<file path="config.mk">
export PLATFORM = sky130hd
export DESIGN_NAME = smart_counter
export DESIGN_NICKNAME = d
export VERILOG_FILES = /design/src/rtl/smart_counter_pkg.sv /design/src/rtl/smart_counter_next.sv /design/src/rtl/smart_counter.sv
export SDC_FILE = /design/constraint.sdc
export NUM_CORES = 1
export LEC_CHECK = 0
export ABC_CLOCK_PERIOD_IN_PS = 2750
export BUFFER_PORTS_ARGS = -buffer_cell sky130_fd_sc_hd__buf_2
export CAP_MARGIN = 10
export CORE_AREA = 2 2 39 41
export CTS_CLUSTER_DIAMETER = 50
export DETAILED_ROUTE_END_ITERATION = 8
export DIE_AREA = 0 0 41 43
export SLEW_MARGIN = 30
export SYNTH_ARGS = -nofsm -noshare
export SYNTH_HDL_FRONTEND = slang
export SYNTH_SLANG_ARGS = --single-unit
</file>
<file path="constraint.sdc">
create_clock -name clk -period 2.75 [get_ports clk]
set_input_delay 0.275 -clock clk [delete_from_list [all_inputs] [get_ports clk]]
set_output_delay 0.275 -clock clk [all_outputs]
set_load 0.01 [all_outputs]
</file>
<file path="src/rtl/smart_counter_pkg.sv">
// Shared definitions for the smart_counter slice.
//   SC_WIDTH_DEF : default counter width
//   sc_op_e      : per-edge operation selected by the next-count logic
//   sc_max()     : all-ones value for a given width (width 1..64)
package smart_counter_pkg;

  localparam int unsigned SC_WIDTH_DEF = 8;

  typedef enum logic [1:0] {
    SC_OP_HOLD = 2'd0,
    SC_OP_INC  = 2'd1,
    SC_OP_LOAD = 2'd2
  } sc_op_e;

  function automatic logic [63:0] sc_max(input int unsigned width);
    logic [63:0] ones;
    ones = '1;
    return ones >> (64 - width);
  endfunction

endpackage

</file>
<file path="src/rtl/smart_counter_next.sv">
// Combinational next-count logic for smart_counter.
// Priority: load > enable > hold. Increment wraps modulo 2^WIDTH, or
// saturates at all-ones when SMART_COUNTER_SAT_EN is defined.
// Ports:
//   count      in   WIDTH  current registered count
//   load       in   1      load strobe
//   enable     in   1      count enable
//   data_in    in   WIDTH  load value
//   count_nxt  out  WIDTH  value to register on the next edge
module smart_counter_next
  import smart_counter_pkg::*;
#(
  parameter int unsigned WIDTH = SC_WIDTH_DEF
) (
  input  logic [WIDTH-1:0] count,
  input  logic             load,
  input  logic             enable,
  input  logic [WIDTH-1:0] data_in,
  output logic [WIDTH-1:0] count_nxt
);

`ifdef SMART_COUNTER_SAT_EN
  localparam logic [WIDTH-1:0] CNT_MAX = WIDTH'(sc_max(WIDTH));
`endif

  sc_op_e op;

  always_comb begin
    op = SC_OP_HOLD;
    if (load) begin
      op = SC_OP_LOAD;
    end else if (enable) begin
      op = SC_OP_INC;
    end
  end

  always_comb begin
    count_nxt = count;
    case (op)
      SC_OP_LOAD: count_nxt = data_in;
      SC_OP_INC: begin
`ifdef SMART_COUNTER_SAT_EN
        if (count != CNT_MAX) begin
          count_nxt = count + 1'b1;
        end
`else
        count_nxt = count + 1'b1;
`endif
      end
      default: count_nxt = count;
    endcase
  end

endmodule

</file>
<file path="src/rtl/smart_counter.sv">
// Loadable, enable-gated up counter with terminal-count flag.
// Optional macro SMART_COUNTER_SAT_EN: increment saturates at all-ones
// instead of wrapping to zero.
// Ports:
//   clk      in   1      rising-edge clock
//   rst      in   1      asynchronous active-low reset, clears count
//   load     in   1      synchronous load strobe (highest priority)
//   enable   in   1      synchronous count enable
//   data_in  in   WIDTH  value captured when load = 1
//   count    out  WIDTH  registered counter value
//   tc       out  1      combinational, 1 when count is all-ones
module smart_counter
  import smart_counter_pkg::*;
#(
  parameter int unsigned WIDTH = SC_WIDTH_DEF
) (
  input  logic             clk,
  input  logic             rst,
  input  logic             load,
  input  logic             enable,
  input  logic [WIDTH-1:0] data_in,
  output logic [WIDTH-1:0] count,
  output logic             tc
);

  localparam logic [WIDTH-1:0] CNT_MAX = WIDTH'(sc_max(WIDTH));

  logic [WIDTH-1:0] count_nxt;

  smart_counter_next #(
    .WIDTH(WIDTH)
  ) u_next (
    .count    (count),
    .load     (load),
    .enable   (enable),
    .data_in  (data_in),
    .count_nxt(count_nxt)
  );

  always_ff @(posedge clk or negedge rst) begin
    if (!rst) begin
      count <= '0;
    end else begin
      count <= count_nxt;
    end
  end

  assign tc = (count == CNT_MAX);

endmodule

</file>
==> metrics.yaml, run 1 <==
status: "finished, final reports clean"
layout.cells.non_filler: 88
cts_buffers: 3
yosys-top-cells-count: "9 x nand2_1, 8 x dfrtp_1, 8 x o21ai_0, 6 x nand3_1"
routed_wl_mm: 1.08
synthMuxAreaShare_pct: 2.19
fin_worst_skew_ns: 0.00811
finalHoldViolations: 0
met3_length_um: 57
yosys.area_share.simple_pct: 30.7
rsz0062_at_grt: "false"
postSynthCellCount: 51
crit_fanout: 6
async_reset_ff_share_pct: 100
largestRegisters: "count x8"
antenna_found_initial: 0
wl_met1_um: 426
cts_repair_resize_count: 0
crit_path_top_delay_cell: "dfrtp_1"
top_layer_used: "met4"
final_nets: 87
hpwl_um: 819
synth_top_family_by_area: "simple AND/OR/NAND/NOR gates"
setup_tns_ns: 0
ant_nets: 0
critPathRequiredTime_ns: 2.48
die-area_um2: 1760
wl_met2_um: 548
gp_congestion: 0.662
dp_cells: 84
cpPeakStageDelay_ns: 0.44
syn_to_final_growth_pct: 29.3
start_util_pct: 33.0
worst_pin_slew_ns: 0.283
yosysMostFrequentCell: "nand2_1"
end_kind: "output port"
synthAdderAreaFrac_pct: 2.74
cts_setup_buffers: 0
htreeDepth: 1
regMostFlops: "count"
syn_nets: 64
path_class: "flop to output port"
cp.arrival_ns: 1.22
clock_latency_ns: 0.26
power_density_nw_per_um2: 518
cts_tree: "yes"
largest_reg_flops: 8
fmax_mhz: 669
setup_slack_ns: 1.26
synthTopCellsByArea: "dfrtp_1 44%, o21ai_0 8.8%, nand2_1 7.4%"
synth_flop_cell: "dfrtp_1"
cts_root_buffer: "clkbuf_4"
wl_per_cell_um: 12.3
synth_compound_area_share_pct: 8.77
die_h_um: 43
grt_pass1_wl_mm: 1.75
final_util_pct: 42.7
die_x_um: 41
peakVddDrop_mv: 0.242
p_total_uw: 306
vias: 452
finalCriticalPeriod_ns: 1.49
vias_per_cell: 5.14
synth_warnings: 0
overflow: 0
leakage_uw: 0.000280
drcViolationCount: 0
layout-drive-gt1-share_pct: 33.3
yosysTopAreaCellShare_pct: 43.8
antenna_cells: 0
first_pass_iters: 2
place_ws_ns: 1.45
finalCritPeriodShare_pct: 54.3
synth_area_um2: 457
grt_start_max_net_pins: 20
drt_iter0_markers: 5
max_slew_margin_pct: 81.1
yosysTopAreaCell: "dfrtp_1"
cts.sink_count: 8
grt_pass1_vias: 398
num_rows: 14
avgSynthCellArea_um2: 8.95
ys_types: 15
drv_slew: 0
worstSetupStartpointType: "flop"
clkTransAtPathRegs_ns: 0.06
path_cells: "ha_1 -> nand3_1 -> nor2_1 -> buf_2"
ys_seq_area_share_pct: 43.8
ys_ff_latch: 8
core_um2: 1380
synth_xor_area_share_pct: 7.67
maxCapViolations: 0
io_buffers: 20
io_pins: 21
track_usage_pct: 15.6
clk_path_buf_depth: 2
setup_violations: 0
hold_path_class: "primary input to flop"
synth-edff-count: 0
## cells in the final DEF, fill, tap and decap left out
| master | count |
|---|---|
| nand3_1 | 6 |
| or4_1 | 3 |
| nand2_1 | 9 |
| buf_2 | 20 |
| clkbuf_4 | 3 |
| nand4_1 | 3 |
| dlygate4sd3_1 | 1 |
| nand4_2 | 1 |
| nor2_1 | 1 |
| ha_1 | 1 |
| mux2i_1 | 1 |
| xor2_1 | 3 |
| xnor2_1 | 1 |
| nor2b_1 | 3 |
| dfrtp_1 | 8 |
| o21ai_0 | 8 |
## layer usage
layer  vias up  track usage, %
met5         -               0
met4         0            16.0
met3         4            1.57
met2        13            22.2
met1       210            18.6
li1        225               -
## path summary, 6_finish.rpt
path / start / endpoint / slack (ns) / cells after the start
hold / removal: data_in[0] / count[0] / 0.22 / 3
setup / recovery: count[0] / tc / 1.26 / 4
max in group asynchronous: rst / count[2] / 2.19 / 2
min in group asynchronous: rst / count[5] / 0.39 / 2
hold reg to reg: count[6] / count[6] / 0.64 / 2
setup reg to reg: count[0] / count[6] / 1.44 / 4
## repair_timing
action                                  CTS  global route
hold buffers                              1             0
endpoints found under the hold margin     8             0
endpoints found under the setup margin    0             0
## critical path, delay by kind of cell, from the launching register on
kind          cells  cell delay (ns)
fa+ha+maj         1             0.22
simple gates      2             0.16
flops             1             0.44
buf+inv           1             0.13
## report_power, final
| group | internal (µW) | switching, µW |
|---|---|---|
| combinational | 30.5 | 33.0 |
| clock | 50.1 | 42.1 |
| sequential | 131 | 19.3 |
| total | 211 | 94.4 |
## per-stage QoR
stage               area [µm²]  hold slack [ns]
floorplan                  457          -0.0206
global placement           558            0.130
detailed placement         558            0.132
CTS                        591            0.219
global route               591            0.223
finish                     591            0.218
## area by class of cell
| cell class | instances | area, µm² |
|---|---|---|
| Clock buffer | 3 | 22.5 |
| Fill cell | 142 | 793 |
| Multi-Input combinational cell | 40 | 238 |
| Sequential cell | 8 | 200 |
| Tap cell | 16 | 20.0 |
| Timing Repair Buffer | 21 | 110 |
## logic make-up after synthesis
| logic type | after synthesis |
|---|---|
| buf+inv | 3 |
| xor+xnor | 4 |
| fa+ha+maj | 1 |
| compound gates | 8 |
| simple gates | 26 |
| flops | 8 |
| mux | 1 |
(Power assumes the default switching activity.)
==> run 2: changes to the inputs <==
ABC_CLOCK_PERIOD_IN_PS = 1400   (was 2750)
clock period = 1.4 ns   (was 2.75 ns; I/O delays follow)
==> metrics.yaml, run 2 (synthesis results as in run 1) <==
cts_buffers: 3  # unchanged
rsz0062_at_grt: "false"
hold_path_class: "primary input to flop"
cts.sink_count: 8  # unchanged
hpwl_um: 849  # +3.6%
grt_start_max_net_pins: 13  # -35%
path_cells: "nand4_2 -> nor2_1 -> buf_2"
leakage_uw: 0.000295  # +5.2%
clock_latency_ns: 0.26  # about the same
largestRegisters: "count x8"
power_density_nw_per_um2: 1010  # +95%
rr_startpoint: "count[2]"
vias_per_cell: 5.10  # -0.73%
htreeDepth: 1  # unchanged
die_h_um: 43  # unchanged
syn_to_final_growth_pct: 34.2
overflow: 0  # unchanged
use_met1_pct: 18.2  # -0.45 points
drcViolationCount: 0  # unchanged
regMostFlops: "count"
worstSetupStartpointType: "flop"
crit_path_top_delay_cell: "dfrtp_1"
ant_nets: 0  # unchanged
max_slew_margin_pct: 85.9  # +4.7 points
status: "finished, final reports clean"
gp_congestion: 0.691  # +4.4%
r2r_end: "count[7]"
cts_repair_resize_count: 0  # unchanged
cts_root_buffer: "clkbuf_4"
reg2reg_depth: 3  # -1
track_usage_pct: 16.4  # +0.77 points
grt.busiest_layer: "met2"
place_area_um2: 581  # +4.0%
worst_pin_slew_ns: 0.212  # -0.0710 ns
peakVddDrop_mv: 0.372  # +54%
crit_fanout: 6  # unchanged
grt_use_met2_pct: 24.1  # +1.9 points
cts_setup_buffers: 0  # unchanged
reg2reg_slack_ns: 0.14  # -1.30 ns
routed_wl_mm: 1.11  # +3.1%
clkTransAtPathRegs_ns: 0.06  # about the same
end_kind: "output port"
use_met3_pct: 4.71  # +3.1 points
hp-start: "data_in[6]"
stdcell_area_um2: 613  # +3.8%
cpPeakStageDelay_ns: 0.45  # about the same
setup_violations: 0  # unchanged
final_common_cell: "buf_2"
critPathRequiredTime_ns: 1.26  # -1.22 ns
io_pins: 21  # unchanged
cts_tree: "yes"
vias: 464  # +2.7%
setup_tns_ns: 0  # unchanged
largest_reg_flops: 8  # unchanged
clk_path_buf_depth: 2  # unchanged
num_rows: 14  # unchanged
wl_per_cell_um: 12.2  # -0.25%
antenna_found_initial: 0  # unchanged
antenna_cells: 0  # unchanged
core_um2: 1380  # unchanged
cts_hold_buf: 1  # unchanged
fmax_mhz: 783
final_nets: 90  # +3.4%
fin_worst_skew_ns: 0.00139  # -0.00672 ns
finalCritPeriodShare_pct: 91.3
hold_end: "count[6]"
finalHoldViolations: 0  # unchanged
cp.arrival_ns: 1.14  # -0.08 ns
layout-drive-gt1-share_pct: 36.0  # +2.7 points
path_class: "flop to output port"
hold_slack_ns: 0.0820  # -0.136 ns
io_buffers: 20  # unchanged
drt_iter0_markers: 3  # -2
maxCapViolations: 0  # unchanged
grt_pass1_vias: 430  # +8.0%
start_util_pct: 33.0  # unchanged
drv_slew: 0  # unchanged
first_pass_iters: 4  # +2
worstHoldPathCells: 3  # unchanged
finalCriticalPeriod_ns: 1.28
final_cell_mix: "20 x buf_2, 9 x nand2_1, 8 x o21ai_0, 8 x dfrtp_1, 6 x nand3_1"
die_x_um: 41  # unchanged
die-area_um2: 1760  # unchanged
grt_pass1_wl_mm: 1.84  # +5.1%
run 2: cell types whose count changed in the layout (fill, tap and decap cells not counted), sizes merged:
cell and change:
buf +3
run 2: layout make-up:
class / instances / area (µm²)
Tap cell: 16 / 20.0
Clock buffer: 3 / 22.5
Multi-Input combinational cell: 40 / 238
Fill cell: 157 / 771
Sequential cell: 8 / 200
Timing Repair Buffer: 24 / 133
run 2: per-layer routing:
layer / up-vias / routed length (µm)
met2: 15 / 562
met5: - / 0
met1: 214 / 462
li1: 231 / -
met3: 4 / 56
met4: 0 / 31
run 2: worst max-delay path by stage:
stage / slack (ns) / from / to / depth (start not counted)
floorplan: 0.12 / count[0] / count[6] / 4
detailed placement: 0.15 / count[2] / count[7] / 3
global placement: 0.20 / count[2] / count[7] / 3
CTS: 0.12 / count[2] / tc / 3
global route: 0.06 / count[2] / count[7] / 3
finish: 0.12 / count[2] / tc / 3
run 2: critical path: cells and delay by family, from the launching register on:
kind / cells / cell delay (ns)
flip-flops: 1 / 0.45
AND/OR/NAND/NOR: 2 / 0.29
buffers and inverters: 1 / 0.14
run 2: where the power goes:
group	internal [µW]	switching [µW]
registers	257	29.2
logic	71.3	75.4
clock network	98.7	87.4
total	427	192
run 2: per-stage QoR:
| step | setup WS (ns) | instances | power (µW) | utilization [%] |
|---|---|---|---|---|
| floorplan | 0.124 | 51 | 365 | - |
| global placement | 0.203 | 87 | 433 | 42.0 |
| detailed placement | 0.153 | 87 | 436 | 42.0 |
| CTS | 0.117 | 91 | 630 | 44.3 |
| global route | 0.0580 | 91 | 667 | 44.3 |
| finish | 0.122 | 91 | 619 | 44.3 |
==> run 3: changes to the inputs <==
SETUP_SLACK_MARGIN = 0.3   (was default)
==> metrics.yaml, run 3 (synthesis results as in run 1) <==
critPathRequiredTime_ns: 1.59  # +0.33 ns
io_buffers: 20  # unchanged
cts_buffers: 3  # unchanged
drcViolationCount: 0  # unchanged
worst_pin_slew_ns: 0.187  # -0.0255 ns
antenna_cells: 0  # unchanged
r2r_end: "count[6]"
worstHoldPathCells: 3  # unchanged
die_h_um: 43  # unchanged
cts.sink_count: 8  # unchanged
hp-start: "data_in[5]"
fmax_mhz: 809  # +3.4%
core_um2: 1380  # unchanged
htreeDepth: 1  # unchanged
clock_latency_ns: 0.26  # about the same
syn_to_final_growth_pct: 56.2
die_x_um: 41  # unchanged
status: "finished, final reports clean"
finalCriticalPeriod_ns: 1.24  # -0.0422 ns
dp_cells: 85  # -2.3%
ant_nets: 0  # unchanged
clkTransAtPathRegs_ns: 0.06  # about the same
vias: 477  # +2.8%
largestRegisters: "count x8"
peakVddDrop_mv: 0.495  # +33%
clk_path_buf_depth: 2  # unchanged
finalHoldViolations: 0  # unchanged
maxCapViolations: 0  # unchanged
leakage_uw: 0.000320  # +8.5%
hpwl_um: 791  # -6.9%
start_util_pct: 33.0  # unchanged
finalCritPeriodShare_pct: 88.3  # -3.0 points
final_nets: 95  # +5.6%
io_pins: 21  # unchanged
num_rows: 14  # unchanged
path_class: "flop to flop"
layout-drive-gt1-share_pct: 49.4  # +13 points
routed_wl_mm: 1.07  # -4.0%
die-area_um2: 1760  # unchanged
setup_violations: 0  # unchanged
drt_iter0_markers: 7  # +4
grt_pass1_wl_mm: 1.82  # -1.1%
rsz0062_at_grt: "true"
reg2reg_slack_ns: 0.16  # +0.02 ns
layout.cells.non_filler: 97  # +6.6%
gp_congestion: 0.706  # +2.2%
cp.arrival_ns: 1.42  # +0.28 ns
first_pass_iters: 2  # -2
antenna_found_initial: 0  # unchanged
track_usage_pct: 15.1  # -1.3 points
wl_per_cell_um: 11.0  # -10%
hold_path_class: "primary input to flop"
largest_reg_flops: 8  # unchanged
drv_slew: 0  # unchanged
setup_tns_ns: 0  # unchanged
overflow: 0  # unchanged
power_density_nw_per_um2: 970  # -3.9%
final_cell_mix: "18 x buf_2, 8 x nand2_1"
grt_start_max_net_pins: 13  # unchanged
crit_fanout: 3  # -3
max_slew_margin_pct: 87.6  # +1.7 points
regMostFlops: "count"
fin_worst_skew_ns: 0.00841  # +0.00702 ns
hold_end: "count[5]"
vias_per_cell: 4.92  # -3.6%
worstSetupStartpointType: "flop"
grt_pass1_vias: 437  # +1.6%
cts_tree: "yes"
cts_root_buffer: "clkbuf_4"
final_common_cell: "buf_2"
end_kind: "flop"
final_util_pct: 51.5  # +7.2 points
reg2reg_depth: 4  # +1
rr_startpoint: "count[0]"
-- run 3: changes by cell type in the layout (fill, tap and decap cells not counted), moves of 2 or more --
cell | previous run | this run
buf_6 | 0 | 5
dfrtp_1 | 8 | 3
dfrtp_2 | 0 | 5
buf_2 | 20 | 18
o21ai_1 | 0 | 3
o21ai_0 | 8 | 5
buf_4 | 3 | 5
-- run 3: critical path: stages, from the launching register on --
cell     delay (ns)
dfrtp_2        0.40
ha_4           0.16
nand2_2        0.06
or4_1          0.46
nand3_1        0.08
-- run 3: worst max-delay path by stage --
stage	slack, ns	endpoint	start	cells past startpoint
detailed placement	0.18	count[6]	count[2]	3
finish	0.16	count[6]	count[0]	4
CTS	0.15	tc	count[0]	4
global placement	0.20	count[6]	count[2]	3
global route	0.09	tc	count[1]	4
floorplan	0.23	count[6]	count[4]	3
-- run 3: repair_timing --
item | in CTS | in global routing
hold endpoints to repair | 8 | 0
setup buffers | 6 | 1
resized for setup | 1 | 10
pin swaps | 1 | 3
endpoints found under the setup margin | 5 | 11
hold buffers | 1 | 0
cloned | 0 | 0
-- run 3: power by group --
part	leakage, µW	internal (µW)	switching [µW]	total, µW
clock network	0.0000150	109	84.1	193
registers	0.0000914	260	39.2	299
logic	0.000213	114	85.1	199
total	0.000320	484	208	692
-- run 3: through the flow --
step                total power, µW  hold slack [ns]  worst slack [ns]  cell area, µm²
detailed placement              438         -0.00368             0.181             586
global placement                434         -0.00353             0.196             586
finish                          692           0.0843             0.164             713
global route                    746            0.103            0.0894             713
CTS                             671           0.0771             0.151             672
floorplan                       376           -0.156             0.229             477
-- run 3: layer usage --
metal | up-vias | part of all wire [%] | wire, µm | track usage (%)
met2 | 16 | 48 | 516 | 22.8
met4 | 0 | 0 | 0 | 4.00
met3 | 0 | 7.3 | 78 | 6.28
li1 | 243 | - | - | -
met1 | 218 | 44 | 475 | 19.3
met5 | - | 0 | 0 | 0
-- run 3: cell type report --
type	count	area, µm²
Fill cell	143	671
Timing Repair Buffer	29	194
Multi-Input combinational cell	40	267
Sequential cell	8	206
Tap cell	16	20.0
Clock buffer	4	26.3
